==> src/rtl/imm_gen_if.sv <==
// Valid/ready bus between the decoder, the immediate-generation stage and its consumer.
// The master drives instructions in and takes results out; the slave is the stage itself.
interface imm_gen_if #(
  parameter int XLEN  = 32,
  parameter int TAG_W = 32
);
  logic             flush;
  logic             in_valid;
  logic             in_ready;
  logic [31:0]      in_inst;
  logic [2:0]       in_type;
  logic [TAG_W-1:0] in_tag;
  logic             out_valid;
  logic             out_ready;
  logic [XLEN-1:0]  out_imm;
  logic [2:0]       out_type;
  logic [TAG_W-1:0] out_tag;

  modport master (
    output flush, in_valid, in_inst, in_type, in_tag, out_ready,
    input  in_ready, out_valid, out_imm, out_type, out_tag
  );

  modport slave (
    input  flush, in_valid, in_inst, in_type, in_tag, out_ready,
    output in_ready, out_valid, out_imm, out_type, out_tag
  );
endinterface

==> src/rtl/imm_gen_pipe.sv <==
// Registered RV32/RV64 immediate generator with a 2-entry skid buffer (main M, skid K).
// Results leave from M; K catches the one extra accept that lands while M is stalled.
module imm_gen_pipe #(
  parameter int XLEN  = 32,
  parameter int TAG_W = 32
) (
  input logic        clk,
  input logic        rst_n,
  imm_gen_if.slave   bus
);

  typedef enum logic [2:0] {
    FMT_R  = 3'd0,
    FMT_I  = 3'd1,
    FMT_S  = 3'd2,
    FMT_B  = 3'd3,
    FMT_U  = 3'd4,
    FMT_J  = 3'd5,
    FMT_Z  = 3'd6,
    FMT_SH = 3'd7
  } fmt_e;

  typedef struct packed {
    logic [XLEN-1:0]  imm;
    logic [2:0]       fmt;
    logic [TAG_W-1:0] tag;
  } entry_t;

  function automatic logic [XLEN-1:0] sext32(input logic [31:0] v);
    logic [XLEN-1:0] r;
    r       = v[31] ? '1 : '0;
    r[31:0] = v;
    return r;
  endfunction

  function automatic logic [XLEN-1:0] zext32(input logic [31:0] v);
    logic [XLEN-1:0] r;
    r       = '0;
    r[31:0] = v;
    return r;
  endfunction

  logic [31:0]     inst;
  logic [31:0]     shamt;
  logic [XLEN-1:0] new_imm;
  logic            unused_opcode_bits;
  entry_t          new_entry;

  entry_t m_q, m_d, k_q, k_d;
  logic   m_valid, m_valid_d, k_valid, k_valid_d;
  logic   accept, xfer;

  assign inst               = bus.in_inst;
  assign unused_opcode_bits = ^inst[6:0];

  always_comb begin
    // NOTE: every always_comb output gets a default first, so no path can infer a latch.
    new_imm = '0;
    shamt   = {26'b0, inst[25:20]};
    if (XLEN == 32) shamt[5] = 1'b0;
    case (fmt_e'(bus.in_type))
      FMT_R:  new_imm = '0;
      FMT_I:  new_imm = sext32({{20{inst[31]}}, inst[31:20]});
      FMT_S:  new_imm = sext32({{20{inst[31]}}, inst[31:25], inst[11:7]});
      FMT_B:  new_imm = sext32({{19{inst[31]}}, inst[31], inst[7], inst[30:25], inst[11:8], 1'b0});
      FMT_U:  new_imm = sext32({inst[31:12], 12'b0});
      FMT_J:  new_imm = sext32({{11{inst[31]}}, inst[31], inst[19:12], inst[20], inst[30:21], 1'b0});
      FMT_Z:  new_imm = zext32({27'b0, inst[19:15]});
      FMT_SH: new_imm = zext32(shamt);
      default: new_imm = '0;
    endcase
  end

  assign new_entry = '{imm: new_imm, fmt: bus.in_type, tag: bus.in_tag};

  // in_ready depends only on the K register, never on out_ready.
  assign accept = bus.in_valid && !k_valid;
  assign xfer   = m_valid && bus.out_ready;

  always_comb begin
    m_valid_d = m_valid;
    k_valid_d = k_valid;
    m_d       = m_q;
    k_d       = k_q;
    if (bus.flush) begin
      m_valid_d = 1'b0;
      k_valid_d = 1'b0;
    end else if (k_valid) begin
      // K is full, so in_ready is low and only the K->M refill can happen.
      if (xfer) begin
        m_d       = k_q;
        k_valid_d = 1'b0;
      end
    end else if (accept) begin
      if (!m_valid || xfer) begin
        m_d       = new_entry;
        m_valid_d = 1'b1;
      end else begin
        k_d       = new_entry;
        k_valid_d = 1'b1;
      end
    end else if (xfer) begin
      m_valid_d = 1'b0;
    end
  end

  always_ff @(posedge clk or negedge rst_n) begin
    if (!rst_n) begin
      m_valid <= 1'b0;
      k_valid <= 1'b0;
      // NOTE: the data registers are reset too, so the outputs never show X after reset.
      m_q     <= '0;
      k_q     <= '0;
    end else begin
      // NOTE: state registers use non-blocking assignments so every flop samples pre-edge values.
      m_valid <= m_valid_d;
      k_valid <= k_valid_d;
      m_q     <= m_d;
      k_q     <= k_d;
    end
  end

  assign bus.in_ready  = !k_valid;
  assign bus.out_valid = m_valid;
  assign bus.out_imm   = m_q.imm;
  assign bus.out_type  = m_q.fmt;
  assign bus.out_tag   = m_q.tag;

endmodule

==> src/flat_wrapper.sv <==
// flat-port wrapper written by rule: the top's interface ports become plain ports
module imm_gen_pipe_flat 
#(
  parameter int XLEN  = 32,
  parameter int TAG_W = 32
)
  (clk, rst_n, bus_flush, bus_in_valid, bus_in_inst, bus_in_type, bus_in_tag, bus_out_ready, bus_in_ready, bus_out_valid, bus_out_imm, bus_out_type, bus_out_tag);
  imm_gen_if #(.XLEN(XLEN), .TAG_W(TAG_W)) bus_i ();
  input logic clk;
  input logic rst_n;
  input wire logic [$bits(bus_i.flush)-1:0] bus_flush;
  input wire logic [$bits(bus_i.in_valid)-1:0] bus_in_valid;
  input wire logic [$bits(bus_i.in_inst)-1:0] bus_in_inst;
  input wire logic [$bits(bus_i.in_type)-1:0] bus_in_type;
  input wire logic [$bits(bus_i.in_tag)-1:0] bus_in_tag;
  input wire logic [$bits(bus_i.out_ready)-1:0] bus_out_ready;
  output wire logic [$bits(bus_i.in_ready)-1:0] bus_in_ready;
  output wire logic [$bits(bus_i.out_valid)-1:0] bus_out_valid;
  output wire logic [$bits(bus_i.out_imm)-1:0] bus_out_imm;
  output wire logic [$bits(bus_i.out_type)-1:0] bus_out_type;
  output wire logic [$bits(bus_i.out_tag)-1:0] bus_out_tag;
  assign bus_i.flush = bus_flush;
  assign bus_i.in_valid = bus_in_valid;
  assign bus_i.in_inst = bus_in_inst;
  assign bus_i.in_type = bus_in_type;
  assign bus_i.in_tag = bus_in_tag;
  assign bus_i.out_ready = bus_out_ready;
  assign bus_in_ready = bus_i.in_ready;
  assign bus_out_valid = bus_i.out_valid;
  assign bus_out_imm = bus_i.out_imm;
  assign bus_out_type = bus_i.out_type;
  assign bus_out_tag = bus_i.out_tag;
  imm_gen_pipe #(.XLEN(XLEN), .TAG_W(TAG_W)) u_core (.clk(clk), .rst_n(rst_n), .bus(bus_i));
endmodule
==> config.mk <==
export PLATFORM = sky130hd
export DESIGN_NAME = imm_gen_pipe_flat
export DESIGN_NICKNAME = d
export VERILOG_FILES = /design/src/rtl/imm_gen_if.sv /design/src/rtl/imm_gen_pipe.sv /design/src/flat_wrapper.sv
export SDC_FILE = /design/constraint.sdc
export NUM_CORES = 1
export LEC_CHECK = 0
export BUFFER_PORTS_ARGS = -buffer_cell sky130_fd_sc_hd__buf_2
export CAP_MARGIN = 15
export CORE_ASPECT_RATIO = 2
export CORE_MARGIN = 1.5
export CORE_UTILIZATION = 54
export DETAILED_ROUTE_END_ITERATION = 6
export PLACE_DENSITY = 0.85
export SKIP_LAST_GASP = 1
export SLEW_MARGIN = 20
export SYNTH_ARGS = -nofsm -noshare
export SYNTH_HDL_FRONTEND = slang
export SYNTH_SLANG_ARGS = --single-unit
==> constraint.sdc <==
create_clock -name clk -period 2.2 [get_ports clk]
set_clock_uncertainty 0.2 [all_clocks]
set_input_delay 0.11 -clock clk [delete_from_list [all_inputs] [get_ports clk]]
set_output_delay 0.11 -clock clk [all_outputs]
set_load 0.01 [all_outputs]
==> results.ini, run 1 <==
[timing]
fmax_mhz=487
rsz0062_at_grt=true
slew_viol_final=0
setup_violations=0
tightest_slew_ns=0.733
relSlewSlack_pct=51.0
hold_violations=0
period_minus_slack_ns=2.05
holdWs_ns=0.0515
finalCritPeriodShare_pct=93.4

[clock_tree]
cts_inserted_buffers=17
path_clk_slew_ns=0.06
htree_levels=4
clkSinkCount=136
clk_path_buf_depth=2
clock_latency_ns=0.40
cts_setup_buffers=0
cts_tree=done
root_buffer=clkbuf_16

[yosys]
async_reset_ff_share_pct=100
synth_cells=646
synth_edf_count=0
ys_seq_area_share_pct=55.4
ys_warn_count=0
syn-mean-instance-area_um2=9.51
synthDistinctLibCells=38
syn_area_um2=6140
yosys_most_used_dff=dfrtp_1
synth_nets=718
synth-seq-cells=136

[final_layout]
layout_common_cells=nand2_1 (211), dfrtp_1 (135), buf_2 (132)
multiInputGateArea_um2=2440
final_util_pct=72.9
seq_area_um2=3410
fin_cells=987
final_area_um2=8180
drive_above_1_share_pct=23.6
fillers=754
area_delta_synth_final_pct=33.1
antenna_cells=0
final_common_cell=nand2_1
nets=904

[worst_setup_path]
r2r_start=u_core.bus.out_valid
crit_fanout=15
critical_path.n_buffers_inverters=2
path_class=input pin to flop
worstPathRequired_ns=2.28
cp-end-kind=flop
r2r_end=u_core.k_q[7]
worstSetupStartpoint=bus_in_type[1]
ff2ff_path_depth=5
regToRegSetupSlack_ns=0.22
arrival_ns=2.13
slowest_delay_ns=0.52
cpLargestDelayFamily=buffers and inverters
crit_chain=dlygate4sd3_1 -> buf_2 -> nor2b_1 -> nor2_1 -> a221oi_1 -> o211ai_1
cp-start-kind=input pin
slowest_stage=dlygate4sd3_1

[grt]
grt-ovfl-total=0
grt_max_degree=72
grt_pass1_wl_um=27600
track_usage_pct=29.3
antenna_found_initial=0
grt_pass1_vias=5830

[floorplanning]
die_x_um=78.4
dieArea_um2=12100
core_area_um2=11200
start_util_pct=54.8
row_count=55
io_pins=141
fp.dieH_um=154

[power]
p_total_w=0.00766
leakagePower_nw=3.97
combPwrFrac_pct=19.2
clockPowerShare_pct=37.3
switching_share_pct=28.3
seqPwrFrac_pct=43.5
p_sw_w=0.00216
intPower_w=0.00549
power.density_nw_per_um2=936
max-vdd-ir-drop_mv=0.635

[place]
portBuffers=133
dp_hpwl_um=10200
gp_congestion=0.869
dpl.cell_count=888
dpl_cell_area_um2=6900

[detailed_routing]
final_antenna_net_count=0
drt_iter0_markers=356
num_vias=5632
drt-pass1-iter-count=5
vias_per_cell=5.71
drcViolationCount=0
drt_wl_total_um=17100
wire_per_inst_um=17.3

[hold_path]
hold_class=input pin to async pin

[run]
max-cap-violations=0

[status]
outcome=finished clean

cell usage after synthesis, types with 10 or more instances:
cell / number / share of area [%]
nand2_1: 211 / 13
mux2i_1: 37 / 6.0
dfrtp_1: 136 / 55
a21oi_1: 19 / 1.5
nor2_1: 17 / 1.0
a41oi_1: 11 / 1.6
o21ai_1: 33 / 2.7
buf_2: 22 / 1.8
nand3_1: 30 / 2.4
clkbuf_1: 14 / 0.86
o21ai_0: 45 / 3.7
o211ai_2: 10 / 2.0
registers in the layout, indices dropped and copies added, names as in the netlist:
register,flops
u_core.bus.out_imm,32
u_core.bus.out_tag,32
u_core.bus.out_type,3
u_core.bus.out_valid,1
u_core.k_q,67
u_core.k_valid,1
area by class of cell:
class | instances | share of cell area, %
Timing Repair Buffer | 217 | 18.9
Clock inverter | 8 | 1.47
Clock buffer | 24 | 5.77
Sequential cell | 136 | 41.7
Inverter | 4 | 0.184
Tap cell | 142 | 2.17
Multi-Input combinational cell | 456 | 29.9
through the flow:
step / setup WS [ns] / TNS (ns)
floorplan: 0.455 / 0
global placement: 0.328 / 0
detailed placement: 0.241 / 0
CTS: 0.121 / 0
global route: -0.00129 / -0.00245
finish: 0.145 / 0
worst reg2reg max path, cell delays in order, from the launching register on:
cell and delay [ns]:
dfrtp_1 0.45, or2b_1 0.30, or3_4 0.48, buf_4 0.27, nand2_1 0.11, nand2_1 0.07
worst max-delay path by stage:
stage	to	slack, ns	cells after the start
2_1_floorplan	u_core.k_q[33]	0.45	6
3_3_place_gp	u_core.k_q[13]	0.33	5
3_5_place_dp	u_core.bus.out_imm[21]	0.24	5
4_1_cts	u_core.bus.out_imm[21]	0.12	6
5_1_grt	u_core.bus.out_imm[3]	-0.001	6
6_report	u_core.bus.out_imm[3]	0.15	6
repair_timing:
action                     4_1_cts  5_1_grt
gates resized for setup          0        1
setup endpoints to repair        0       22
hold endpoints to repair       259        0
hold buffers                    67        0
power groups by stage:
stage	clock [W]	combinational [W]	sequential, W
floorplan	0	0.000666	0.00341
global placement	0	0.00128	0.00331
detailed placement	0	0.00134	0.00335
CTS	0.00288	0.00145	0.00331
global route	0.00298	0.00162	0.00338
finish	0.00286	0.00147	0.00333
cells by family after synthesis:
family	synth area share [%]
muxes	6.03
and+or+nand+nor	18.4
AOI/OAI and AO/OA	15.2
buffers and inverters	5.03
DFF	55.4
routing by layer:
metal	vias to the layer above	global-route usage (%)	share of wire, %
met1	2690	31.2	35
met2	299	53.3	55
met4	0	17.1	4.5
li1	2573	-	-
met3	70	4.69	5.5
met5	-	0	0
Note: power is estimated with default switching activity, not from simulation.
==> run 2: changes to the inputs <==
--- a/config.mk
+++ b/config.mk
@@ -7,11 +7,10 @@
 export LEC_CHECK = 0
 export BUFFER_PORTS_ARGS = -buffer_cell sky130_fd_sc_hd__buf_2
 export CAP_MARGIN = 15
-export CORE_ASPECT_RATIO = 2
 export CORE_MARGIN = 1.5
 export CORE_UTILIZATION = 54
 export DETAILED_ROUTE_END_ITERATION = 6
-export PLACE_DENSITY = 0.85
+export PLACE_DENSITY_LB_ADDON = 0.05
 export SKIP_LAST_GASP = 1
 export SLEW_MARGIN = 20
 export SYNTH_ARGS = -nofsm -noshare
==> results.ini, run 2 (same netlist as run 1, synthesis figures left out) <==
[worst_setup_path]
cpLargestDelayFamily=buffers and inverters
critical_path.n_buffers_inverters=2  ; unchanged
slowest_delay_ns=0.57  ; +0.05 ns
worstPathRequired_ns=2.35  ; +0.07 ns
slowest_stage=dlygate4sd3_1
cp-start-kind=flop
cp-end-kind=flop
crit_chain=buf_4 -> a21oi_1 -> a211oi_1 -> dlygate4sd3_1
crit_fanout=28  ; +13
path_class=flop to flop
r2r_start=u_core.k_valid
ff2ff_path_depth=4  ; -1
arrival_ns=2.20  ; +0.07 ns
r2r_end=u_core.k_valid
regToRegSetupSlack_ns=0.15  ; -0.07 ns

[place]
gp_congestion=0.798  ; -8.1%
dp_hpwl_um=9590  ; -5.6%
portBuffers=133  ; unchanged
dpl_cell_area_um2=6890  ; -0.22%

[detailed_routing]
final_antenna_net_count=0  ; unchanged
drt-pass1-iter-count=4  ; -1
drcViolationCount=0  ; unchanged
wire_per_inst_um=16.2  ; -6.7%
num_vias=5467  ; -2.9%
drt_wl_total_um=15900  ; -7.2%
drt_iter0_markers=351  ; -1.4%
vias_per_cell=5.57  ; -2.4%

[timing]
hold_violations=0  ; unchanged
setup_violations=0  ; unchanged
tns_ns=0  ; unchanged
period_minus_slack_ns=2.05  ; -0.00515 ns
rsz0062_at_grt=false
slew_viol_final=0  ; unchanged
holdWs_ns=0.0486  ; -0.00289 ns
finalCritPeriodShare_pct=93.2  ; -0.23 points
relSlewSlack_pct=38.1  ; -13 points
tightest_slew_ns=0.925  ; +0.192 ns
fmax_mhz=488  ; +0.25%

[floorplanning]
fp.dieH_um=110  ; -29%
start_util_pct=55.9  ; +1.2 points
io_pins=141  ; unchanged
row_count=38  ; -31%
dieArea_um2=12000  ; -0.32%
core_area_um2=11000  ; -2.1%
die_x_um=110  ; +40%

[clock_tree]
root_buffer=clkbuf_16
htree_levels=4  ; unchanged
cts_setup_buffers=0  ; unchanged
cts_tree=done
path_clk_slew_ns=0.05  ; about the same
cts_inserted_buffers=17  ; unchanged
clock_latency_ns=0.42  ; +0.02 ns
clkSinkCount=136  ; unchanged
clk_path_buf_depth=2  ; unchanged

[final_layout]
largest_reg_flops=67  ; unchanged
final_util_pct=74.4  ; +1.5 points
final_area_um2=8170  ; -0.12%
layout_common_cells=nand2_1 (211), dfrtp_1 (135), buf_2 (132)
nets=902  ; -0.22%
regMostFlops=u_core.k_q
fillers=808  ; +7.2%
drive_above_1_share_pct=23.8  ; +0.20 points
final_common_cell=nand2_1
antenna_cells=0  ; unchanged
area_delta_synth_final_pct=33.0

[grt]
grt_pass1_wl_um=25800  ; -6.6%
track_usage_pct=28.2  ; -1.1 points
grt_max_degree=66  ; -8.3%
grt_pass1_vias=5380  ; -7.7%
antenna_found_initial=0  ; unchanged
grt-ovfl-total=0  ; unchanged

[power]
leakagePower_nw=3.98  ; +0.34%
power.density_nw_per_um2=948  ; +1.2%
p_total_w=0.00774  ; +1.1%
max-vdd-ir-drop_mv=0.644  ; +1.4%

[hold_path]
hold_class=input pin to async pin

[status]
outcome=finished clean

[run]
max-cap-violations=0  ; unchanged

-- run 2: final cells by class --
class / count / area (um2) / area share [%]
Tap cell: 140 / 175 / 2.14
Sequential cell: 136 / 3410 / 41.7
Timing Repair Buffer: 215 / 1500 / 18.4
Clock buffer: 22 / 484 / 5.93
Clock inverter: 9 / 145 / 1.78
Inverter: 4 / 15.0 / 0.184
Multi-Input combinational cell: 456 / 2440 / 29.9
-- run 2: report_power, final --
part	internal [W]	switching (W)
clock	0.00200	0.00103
sequential	0.00303	0.000274
combinational	0.000617	0.000796
total	0.00564	0.00210
-- run 2: stage by stage --
| step | setup WS [ns] | instances |
|---|---|---|
| 6_report | 0.151 | 982 |
| 5_1_grt | 0.0182 | 982 |
| 4_1_cts | 0.0278 | 982 |
| 3_5_place_dp | 0.195 | 886 |
| 3_3_place_gp | 0.243 | 886 |
| 2_1_floorplan | 0.455 | 646 |
-- run 2: how the worst max path moves through the flow --
| stage | endpoint | depth (start not counted) | from |
|---|---|---|---|
| CTS | bus_in_ready | 4 | u_core.k_valid |
| detailed placement | u_core.bus.out_imm[29] | 4 | u_core.k_valid |
| floorplan | u_core.k_q[33] | 6 | u_core.bus.out_valid |
| finish | u_core.k_valid | 4 | u_core.k_valid |
| global route | u_core.bus.out_imm[12] | 6 | bus_in_type[1] |
| global placement | u_core.bus.out_imm[29] | 4 | u_core.k_valid |
-- run 2: what timing repair did --
item / CTS / global route
hold buffers: 65 / 0
resized for setup: 0 / 1
setup endpoints to repair: 0 / 1
hold endpoints to repair: 224 / 0
-- run 2: metal layers --
| layer | wire (um) | vias up | GRT usage, % |
|---|---|---|---|
| li1 | - | 2564 | - |
| met1 | 6530 | 2671 | 34.5 |
| met2 | 8100 | 191 | 47.8 |
| met3 | 828 | 41 | 5.99 |
| met4 | 418 | 0 | 13.0 |
| met5 | 0 | - | 0 |
==> run 3: changes to the inputs <==
==> constraint.sdc (replaced) <==
create_clock -name clk -period 2.2 [get_ports clk]
set_clock_uncertainty 0.2 [all_clocks]
set_input_delay 0.22 -clock clk [delete_from_list [all_inputs] [get_ports clk]]
set_output_delay 0.22 -clock clk [all_outputs]
set_load 0.01 [all_outputs]
==> results.ini, run 3 (same netlist as run 1, synthesis figures left out) <==
[status]
outcome=finished clean

[detailed_routing]
wire_per_inst_um=15.8  ; -2.2%
drcViolationCount=0  ; unchanged
vias_per_cell=5.49  ; -1.4%
final_antenna_net_count=0  ; unchanged
drt_wl_total_um=15500  ; -2.3%
drt_iter0_markers=485  ; +38%
drt-pass1-iter-count=5  ; +1
num_vias=5387  ; -1.5%

[worst_setup_path]
crit_fanout=24  ; -14%
cp-end-kind=output pin
path_class=flop to output pin
cp-start-kind=flop
arrival_ns=1.65  ; -0.55 ns
worstPathRequired_ns=1.78  ; -0.57 ns

[grt]
grt_pass1_wl_um=25000  ; -3.0%
grt_pass1_vias=5194  ; -3.5%
grt-ovfl-total=0  ; unchanged
track_usage_pct=27.5  ; -0.75 points
grt_max_degree=75  ; +14%
antenna_found_initial=0  ; unchanged

[timing]
tightest_slew_ns=0.533  ; -0.393 ns
setup_slack_ns=0.126  ; -0.0245 ns
period_minus_slack_ns=2.07  ; +0.0245 ns
slew_viol_final=0  ; unchanged
fmax_mhz=482  ; -1.2%
rsz0062_at_grt=false
tns_ns=0  ; unchanged
setup_violations=0  ; unchanged
hold_violations=0  ; unchanged
finalCritPeriodShare_pct=94.3  ; +1.1 points
relSlewSlack_pct=64.4  ; +26 points

[final_layout]
final_common_cell=nand2_1
regMostFlops=u_core.k_q
nets=901  ; -0.11%
drive_above_1_share_pct=23.9  ; +0.15 points
layout_common_cells=nand2_1 (211), dfrtp_1 (135), buf_2 (132)
area_delta_synth_final_pct=31.5
antenna_cells=0  ; unchanged
largest_reg_flops=67  ; unchanged

[clock_tree]
cts_tree=done
cts_inserted_buffers=17  ; unchanged
path_clk_slew_ns=0.05  ; about the same
cts_resized=0  ; unchanged
clk_path_buf_depth=2  ; unchanged
clock_latency_ns=0.40  ; -0.02 ns
clkSinkCount=136  ; unchanged
htree_levels=4  ; unchanged
root_buffer=clkbuf_16
cts_setup_buffers=0  ; unchanged

[power]
leakagePower_nw=3.94  ; -1.1%
combPwrFrac_pct=19.2  ; +0.9 points
clockPowerShare_pct=36.0  ; -3.1 points
seqPwrFrac_pct=44.7  ; +2.1 points
p_sw_w=0.00205  ; -2.3%
intPower_w=0.00535  ; -5.2%
power.density_nw_per_um2=916  ; -3.3%
switching_share_pct=27.7  ; +0.59 points
p_total_w=0.00740  ; -4.4%
max-vdd-ir-drop_mv=0.616  ; -4.4%

[place]
dp_slack_ns=0.263  ; +0.0680 ns
gp_congestion=0.835  ; +4.6%
dp_hpwl_um=9610  ; +0.17%
portBuffers=133  ; unchanged

[floorplanning]
io_pins=141  ; unchanged
row_count=38  ; unchanged
die_x_um=110  ; unchanged
core_area_um2=11000  ; unchanged
fp.dieH_um=110  ; unchanged
start_util_pct=55.9  ; unchanged
dieArea_um2=12000  ; unchanged

[hold_path]
hold_class=input pin to flop

[run]
max-cap-violations=0  ; unchanged

==> run 3: cell count changes in the layout (fill, tap and decap cells not counted) <==
cell | previous run | this run
clkinv_2 | 5 | 1
clkbuf_8 | 4 | 5
buf_4 | 12 | 19
buf_12 | 4 | 5
bufinv_16 | 4 | 1
buf_6 | 2 | 1
clkbuf_1 | 1 | 7
dlygate4sd3_1 | 65 | 57
==> run 3: metrics by stage <==
stage | hold WS (ns) | cells | util, % | area [um2]
2_1_floorplan | -0.276 | 646 | - | 6140
3_3_place_gp | -0.0199 | 893 | 63.3 | 6950
3_5_place_dp | -0.00986 | 893 | 63.3 | 6950
4_1_cts | 0.00555 | 981 | 73.5 | 8080
5_1_grt | 0.0345 | 981 | 73.5 | 8080
6_report | 0.0258 | 981 | 73.5 | 8080
==> run 3: worst max-delay path, stage by stage (launching register included) <==
cell     delay [ns]
dfrtp_4        0.48
buf_4          0.25
inv_1          0.12
buf_4          0.23
buf_2          0.17
==> run 3: cell type report <==
class / count / area, um2
Tap cell: 140 / 175
Inverter: 4 / 15.0
Timing Repair Buffer: 214 / 1490
Multi-Input combinational cell: 456 / 2440
Clock inverter: 2 / 35.0
Sequential cell: 136 / 3410
Clock buffer: 29 / 520
Fill cell: 822 / 2910
==> run 3: per-layer routing <==
metal	track usage (%)	routed length, um	share of wire [%]
met1	35.4	6740	43
met2	44.7	7620	49
met3	6.99	832	5.4
met5	0	0	0
met4	10.5	319	2.1
==> run 3: final timing paths <==
| path | end | slack, ns | cells after the start | startpoint |
|---|---|---|---|---|
| min in group asynchronous | u_core.bus.out_tag[25] | 0.11 | 2 | rst_n |
| setup reg to reg | u_core.bus.out_imm[29] | 0.26 | 4 | u_core.k_valid |
| hold / removal | u_core.bus.out_imm[4] | 0.03 | 3 | bus_in_inst[24] |
| setup / recovery | bus_in_ready | 0.13 | 4 | u_core.k_valid |
| max in group asynchronous | u_core.k_q[34] | 1.04 | 3 | rst_n |
| hold reg to reg | u_core.bus.out_tag[7] | 0.27 | 2 | u_core.bus.out_tag[7] |
==> run 3: power by group through the flow <==
stage / registers (W) / logic, W / clock network (W)
floorplan: 0.00341 / 0.000666 / 0
global placement: 0.00331 / 0.00130 / 0
detailed placement: 0.00334 / 0.00134 / 0
CTS: 0.00330 / 0.00143 / 0.00271
global route: 0.00337 / 0.00160 / 0.00281
finish: 0.00331 / 0.00142 / 0.00267
==> run 3: repair_timing <==
action,4_1_cts,5_1_grt
setup endpoints to repair,0,0
hold endpoints to repair,218,0
hold buffers,57,0
